### config.mk
export PLATFORM = sky130hd
export DESIGN_NAME = visualizador_marcador
export DESIGN_NICKNAME = d
export VERILOG_FILES = /design/src/rtl/visualizador_marcador_pkg.sv /design/src/rtl/visualizador_marcador_decodificador_7seg.sv /design/src/rtl/visualizador_marcador.sv
export SDC_FILE = /design/constraint.sdc
export NUM_CORES = 1
export LEC_CHECK = 0
export ABC_CLOCK_PERIOD_IN_PS = 3400
export CORE_MARGIN = 2
export CORE_UTILIZATION = 56
export DETAILED_ROUTE_END_ITERATION = 6
export PLACE_DENSITY = 0.86
export SLEW_MARGIN = 40
export SYNTH_ARGS = -nofsm -noshare
export SYNTH_HDL_FRONTEND = slang
export SYNTH_HIERARCHICAL = 1
export SYNTH_SLANG_ARGS = --single-unit
### constraint.sdc
create_clock -name clk_i -period 3.4 [get_ports clk_i]
set_input_delay 0.68 -clock clk_i [delete_from_list [all_inputs] [get_ports clk_i]]
set_output_delay 0.68 -clock clk_i [all_outputs]
set_load 0.05 [all_outputs]
### src/rtl/visualizador_marcador_pkg.sv
// -----------------------------------------------------------------------------
// pkg_visualizador
// Shared types and constants for the scoreboard display stage.
//   seg7_t      : seven-segment pattern {g,f,e,d,c,b,a}, active-low
//   SEG_BLANK   : all segments off
//   SEG_DASH    : only segment g lit ('-')
//   SEG_E       : letter 'E'
//   DIG_*       : slot index of each content within the 8-digit frame
//   hex_a_seg7  : 4-bit value -> active-low seven-segment pattern
// -----------------------------------------------------------------------------
package pkg_visualizador;

    typedef logic [6:0] seg7_t;

    localparam seg7_t SEG_BLANK = 7'b1111111;
    localparam seg7_t SEG_DASH  = 7'b0111111;
    localparam seg7_t SEG_E     = 7'b0000110;

    localparam logic [2:0] DIG_DADO0   = 3'd0;
    localparam logic [2:0] DIG_DADO1   = 3'd1;
    localparam logic [2:0] DIG_CONTEO0 = 3'd2;
    localparam logic [2:0] DIG_CONTEO1 = 3'd3;
    localparam logic [2:0] DIG_GANADOR = 3'd4;

    function automatic seg7_t hex_a_seg7(input logic [3:0] valor);
        seg7_t s;
        case (valor)
            4'h0:    s = 7'b1000000;
            4'h1:    s = 7'b1111001;
            4'h2:    s = 7'b0100100;
            4'h3:    s = 7'b0110000;
            4'h4:    s = 7'b0011001;
            4'h5:    s = 7'b0010010;
            4'h6:    s = 7'b0000010;
            4'h7:    s = 7'b1111000;
            4'h8:    s = 7'b0000000;
            4'h9:    s = 7'b0010000;
            4'hA:    s = 7'b0001000;
            4'hB:    s = 7'b0000011;
            4'hC:    s = 7'b1000110;
            4'hD:    s = 7'b0100001;
            4'hE:    s = 7'b0000110;
            default: s = 7'b0001110;
        endcase
        return s;
    endfunction

endpackage

### src/rtl/visualizador_marcador_decodificador_7seg.sv
// -----------------------------------------------------------------------------
// decodificador_7seg
// Combinational seven-segment decoder for the currently selected digit.
//   valor     in  4  hex value to show
//   blanco    in  1  force all segments off (highest priority)
//   guion     in  1  force '-' (over the hex value)
//   segmentos out 7  {g,f,e,d,c,b,a}, active-low
// -----------------------------------------------------------------------------
module decodificador_7seg
    import pkg_visualizador::*;
(
    input  logic [3:0] valor,
    input  logic       blanco,
    input  logic       guion,
    output seg7_t      segmentos
);

    always_comb begin
        segmentos = hex_a_seg7(valor);
        if (blanco) begin
            segmentos = SEG_BLANK;
        end else if (guion) begin
            segmentos = SEG_DASH;
        end
    end

endmodule

### src/rtl/visualizador_marcador.sv
// -----------------------------------------------------------------------------
// visualizador_marcador
// Time-multiplexes dice faces, win counts and last winner onto an 8-digit
// common-anode seven-segment display. Inputs are snapshotted once per frame
// so no digit tears mid-frame; a new winner blinks digit 4 for BLINK_FRAMES.
//   clk_i       in  1  system clock
//   rst_i       in  1  synchronous reset, active-high
//   dados_i     in  6  {die J1[5:3], die J0[2:0]}
//   conteos_i   in  8  {wins J1[7:4], wins J0[3:0]}
//   ganador_i   in  2  01 J0, 10 J1, 11 tie, 00 none
//   habilita_i  in  1  display enable (scanning never stops)
//   anodos_o    out 8  anode select, active-low
//   segmentos_o out 7  {g,f,e,d,c,b,a}, active-low
//   punto_o     out 1  decimal point, active-low
// -----------------------------------------------------------------------------
module visualizador_marcador
    import pkg_visualizador::*;
#(
    parameter int REFRESH_CYCLES = 100_000,
    parameter int NUM_DIGITS     = 8,
    parameter int BLINK_FRAMES   = 64
) (
    input  logic       clk_i,
    input  logic       rst_i,
    input  logic [5:0] dados_i,
    input  logic [7:0] conteos_i,
    input  logic [1:0] ganador_i,
    input  logic       habilita_i,
    output logic [7:0] anodos_o,
    output logic [6:0] segmentos_o,
    output logic       punto_o
);

    localparam int PW = (REFRESH_CYCLES > 1) ? $clog2(REFRESH_CYCLES) : 1;
    localparam int BW = $clog2(BLINK_FRAMES + 1);

    localparam logic [PW-1:0] PRESC_MAX   = PW'(REFRESH_CYCLES - 1);
    localparam logic [2:0]    IDX_MAX     = 3'(NUM_DIGITS - 1);
    localparam logic [BW-1:0] BLINK_CARGA = BW'(BLINK_FRAMES);

    logic [PW-1:0] presc;
    logic [2:0]    idx;
    logic          primero;
    logic [5:0]    snap_dados;
    logic [7:0]    snap_conteos;
    logic [1:0]    snap_ganador;
    logic [BW-1:0] parpadeo;

    logic          tick;
    logic          wrap;
    logic          captura;
    logic          cambio;

    logic [5:0]    vista_dados;
    logic [7:0]    vista_conteos;
    logic [1:0]    vista_ganador;

    logic [3:0]    sel_valor;
    logic          sel_blanco;
    logic          sel_guion;
    logic          sel_punto_n;
    seg7_t         seg_dec;

    assign tick    = (presc == PRESC_MAX);
    assign wrap    = tick && (idx == IDX_MAX);
    assign captura = primero || wrap;
    assign cambio  = (ganador_i != snap_ganador) && (ganador_i != 2'b00);

    // On the very first cycle after reset the snapshot registers are being
    // loaded in the same edge as the first digit is registered, so the digit
    // path reads the live inputs instead; this is exactly the value captured.
    assign vista_dados   = primero ? dados_i   : snap_dados;
    assign vista_conteos = primero ? conteos_i : snap_conteos;
    assign vista_ganador = primero ? ganador_i : snap_ganador;

    always_comb begin
        sel_valor   = 4'h0;
        sel_blanco  = 1'b0;
        sel_guion   = 1'b0;
        sel_punto_n = 1'b1;
        case (idx)
            DIG_DADO0: begin
                sel_valor = {1'b0, vista_dados[2:0]};
                sel_guion = (vista_dados[2:0] == 3'd0) || (vista_dados[2:0] == 3'd7);
            end
            DIG_DADO1: begin
                sel_valor = {1'b0, vista_dados[5:3]};
                sel_guion = (vista_dados[5:3] == 3'd0) || (vista_dados[5:3] == 3'd7);
            end
            DIG_CONTEO0: begin
                sel_valor   = vista_conteos[3:0];
                sel_punto_n = 1'b0;
            end
            DIG_CONTEO1: begin
                sel_valor = vista_conteos[7:4];
            end
            DIG_GANADOR: begin
                case (vista_ganador)
                    2'b01:   sel_valor = 4'h0;
                    2'b10:   sel_valor = 4'h1;
                    2'b11:   sel_valor = 4'hE;
                    default: sel_guion = 1'b1;
                endcase
                // Odd counter values are the "off" half of the blink cycle.
                sel_blanco = (parpadeo != '0) && parpadeo[0];
            end
            default: begin
                sel_blanco = 1'b1;
            end
        endcase
    end

    decodificador_7seg u_deco (
        .valor     (sel_valor),
        .blanco    (sel_blanco),
        .guion     (sel_guion),
        .segmentos (seg_dec)
    );

    always_ff @(posedge clk_i) begin
        if (rst_i) begin
            presc        <= '0;
            idx          <= '0;
            primero      <= 1'b1;
            snap_dados   <= '0;
            snap_conteos <= '0;
            snap_ganador <= '0;
            parpadeo     <= '0;
            anodos_o     <= 8'hFF;
            segmentos_o  <= SEG_BLANK;
            punto_o      <= 1'b1;
        end else begin
            primero <= 1'b0;

            if (tick) begin
                presc <= '0;
                idx   <= (idx == IDX_MAX) ? 3'd0 : idx + 1'b1;
            end else begin
                presc <= presc + 1'b1;
            end

            if (captura) begin
                snap_dados   <= dados_i;
                snap_conteos <= conteos_i;
                snap_ganador <= ganador_i;
            end

            // A fresh winner always restarts the blink, even mid-blink.
            if (captura && cambio) begin
                parpadeo <= BLINK_CARGA;
            end else if (wrap && (parpadeo != '0)) begin
                parpadeo <= parpadeo - 1'b1;
            end

            anodos_o    <= habilita_i ? ~(8'b1 << idx) : 8'hFF;
            segmentos_o <= seg_dec;
            punto_o     <= sel_punto_n;
        end
    end

endmodule

==> impl_metrics.py <==
metrics = {
    "synthesis": {
        "synth-edff-count": 0,
        "syn_nets": 411,
        "ys_warn_count": 6,
        "seq_area_frac_synth_pct": 37.7,
        "netlist_instances": 375,
        "syn_area_per_cell_um2": 8.49,
        "yosysUniqueCellTypes": 57,
        "netlist_area_um2": 3180,
        "synthFlopType": "dfxtp_1",
        "synth-seq-cells": 60,
        "async_reset_ff_share_pct": 0,
    },
    "setup_path": {
        "critPathMaxFanout": 7,
        "worstSetupPathType": "primary input to flop",
        "crit_required_ns": 3.63,
        "ff2ff_path_depth": 9,
        "arrival_ns": 3.47,
        "cp-end-kind": "flop",
        "reg2reg_slack_ns": 0.37,
        "start_kind": "primary input",
    },
    "final_layout": {
        "layout_common_cells": "dfxtp_1, nand2_1, nor2_1",
        "fin_cells": 494,
        "multi_input_comb_area_um2": 1830,
        "layout_commonest_cell": "dfxtp_1",
        "area_growth_pct": 21.3,
        "fin_nets": 453,
        "fillers": 397,
        "drive_above_1_share_pct": 14.5,
        "diodes": 0,
        "seq_area_um2": 1200,
    },
    "clock_tree": {
        "cts_sinks": 60,
        "hold_buffers": 0,
        "clkSlewWorstSetupHoldPaths_ns": 0.06,
        "root_buffer": "clkbuf_8",
        "cts_tree": "built",
        "cts.repair.resized": 0,
        "cts_max_path_buffers": 2,
        "postCtsSetupBuffers": 0,
        "numCtsBuffers": 9,
        "worst_skew_pair.late_latency_ns": 0.35,
        "cts_max_level": 3,
    },
    "sta": {
        "post-route-period-util_pct": 95.3,
        "max_freq_ghz": 0.309,
        "hold_viol": 0,
        "worst_pin_slew_ns": 0.623,
        "slew_headroom_pct": 58.5,
        "finalCriticalPeriod_ns": 3.24,
        "setup_viol": 0,
        "whs_ns": 0.459,
        "finalClockSkew_ns": 0.0115,
        "drv_slew": 0,
        "rsz0062_at_grt": "false",
    },
    "routing": {
        "via_count": 2796,
        "routed_wl_um": 6940,
        "drc_errors": 0,
        "ant_nets": 0,
        "via_per_inst": 5.66,
        "drt_iter0_markers": 175,
        "wl_per_cell_um": 14.1,
        "dr.pass1.iters": 5,
    },
    "hold_path": {
        "min_path_cells": 2,
        "hold_class": "flop to flop",
    },
    "global_route": {
        "grt_pass1_wl_um": 11800,
        "grt_usage_pct": 23.9,
        "gr-total-overflow": 0,
        "antenna_found_initial": 0,
        "grt_pass1_vias": 2685,
        "grt_max_degree": 30,
    },
    "die": {
        "die_w_um": 79.4,
        "dieHeight_um": 79.4,
        "core_um2": 5510,
        "start_util_pct": 57.8,
        "fp-row-count": 27,
        "die_area_um2": 6300,
        "pin_count": 35,
    },
    "power": {
        "peakVddDrop_mv": 0.338,
        "leakagePower_nw": 1.50,
        "power_density_nw_per_um2": 438,
    },
    "place": {
        "detailed_place_hpwl_um": 4760,
        "gp_congestion": 0.869,
        "io_buffers": 34,
        "dp.cells": 478,
    },
    "flow_run": {
        "drv_cap": 0,
    },
    "status": {
        "status": "complete, no violations",
    },
}
==> flip-flops by register name, summed over array words and instances, names as in the netlist <==
| signal | flops |
|---|---|
| presc | 17 |
| anodos_o | 8 |
| snap_conteos | 8 |
| parpadeo | 7 |
| segmentos_o | 7 |
| snap_dados | 6 |
| idx | 3 |
| snap_ganador | 2 |
| primero | 1 |
| punto_o | 1 |
==> synthesized netlist by cell type, drive strengths merged (3+ instances only) <==
cell,count,share of area (%)
dfxtp,60,38
nand2,51,6.1
nor2,37,4.4
a21oi,30,5.1
nand3,21,3.3
ha,17,6.7
inv,15,1.8
buf,11,2.4
nor3,11,1.7
mux2i,10,3.1
xnor2,10,2.8
mux2,9,3.3
xor2,9,2.5
or2,8,1.6
nand4,7,1.4
clkbuf,6,0.71
nand2b,6,1.2
or3,6,1.2
and3,5,1.1
a211oi,4,1.1
a31oi,4,0.79
o22ai,4,0.79
a32oi,3,0.83
and2,3,0.71
o21ai,3,0.47
==> cell families after synthesis <==
family	after synthesis	synth area share (%)
multiplexers	19	6.45
adder cells (fa/ha/maj)	17	6.68
buffers and inverters	33	4.99
flip-flops	60	37.7
XOR/XNOR	19	5.23
AND/OR/NAND/NOR	166	25.8
AO/OA/AOI/OAI	61	13.1
==> metal layers <==
layer | track usage, % | part of all wire (%)
met1 | 27.7 | 43
met3 | 6.11 | 5.9
met4 | 10.9 | 2.6
met5 | 0 | 0
met2 | 41.3 | 48
==> worst max-delay path, cell delays in order <==
cell and delay [ns]:
clkdlybuf4s50_1 0.54, mux2_2 0.17, a222oi_1 0.09, o22ai_1 0.17
a21oi_1 0.06, nor2_1 0.39, inv_1 0.13, buf_4 0.16
ha_1 0.20, mux2_2 0.27, a311o_1 0.33, or2_2 0.26
==> final cells by class <==
cell class	count	share of cell area [%]
well taps	72	2.33
repair buffers	48	11.9
flip-flops and latches	60	31.1
clock buffers	10	3.57
clock inverters	6	2.24
multi-input cells	282	47.3
inverters	16	1.56
==> worst paths after layout <==
| path | from | to |
|---|---|---|
| max reg2reg | primero | segmentos_o[5] |
| min | snap_conteos[3] | snap_conteos[3] |
| min reg2reg | snap_conteos[3] | snap_conteos[3] |
| max | dados_i[3] | segmentos_o[6] |
==> per-stage QoR <==
step	util [%]	TNS [ns]	worst slack (ns)	cell area (µm²)	total power, mW
after floorplan	-	0	0.549	3180	0.898
after global placement	66.0	-0.0906	-0.0562	3630	0.968
after detailed placement	66.0	-0.313	-0.151	3630	0.974
after CTS	70.0	0	0.213	3860	1.71
after global routing	70.1	0	0.0177	3860	1.75
final	70.1	0	0.161	3860	1.69
==> power by group <==
| group | internal, mW | total [mW] | switching (mW) |
|---|---|---|---|
| Clock | 0.432 | 0.726 | 0.294 |
| Combinational | 0.100 | 0.220 | 0.120 |
| Sequential | 0.726 | 0.743 | 0.0170 |
Note: power is estimated with default switching activity, not from simulation.
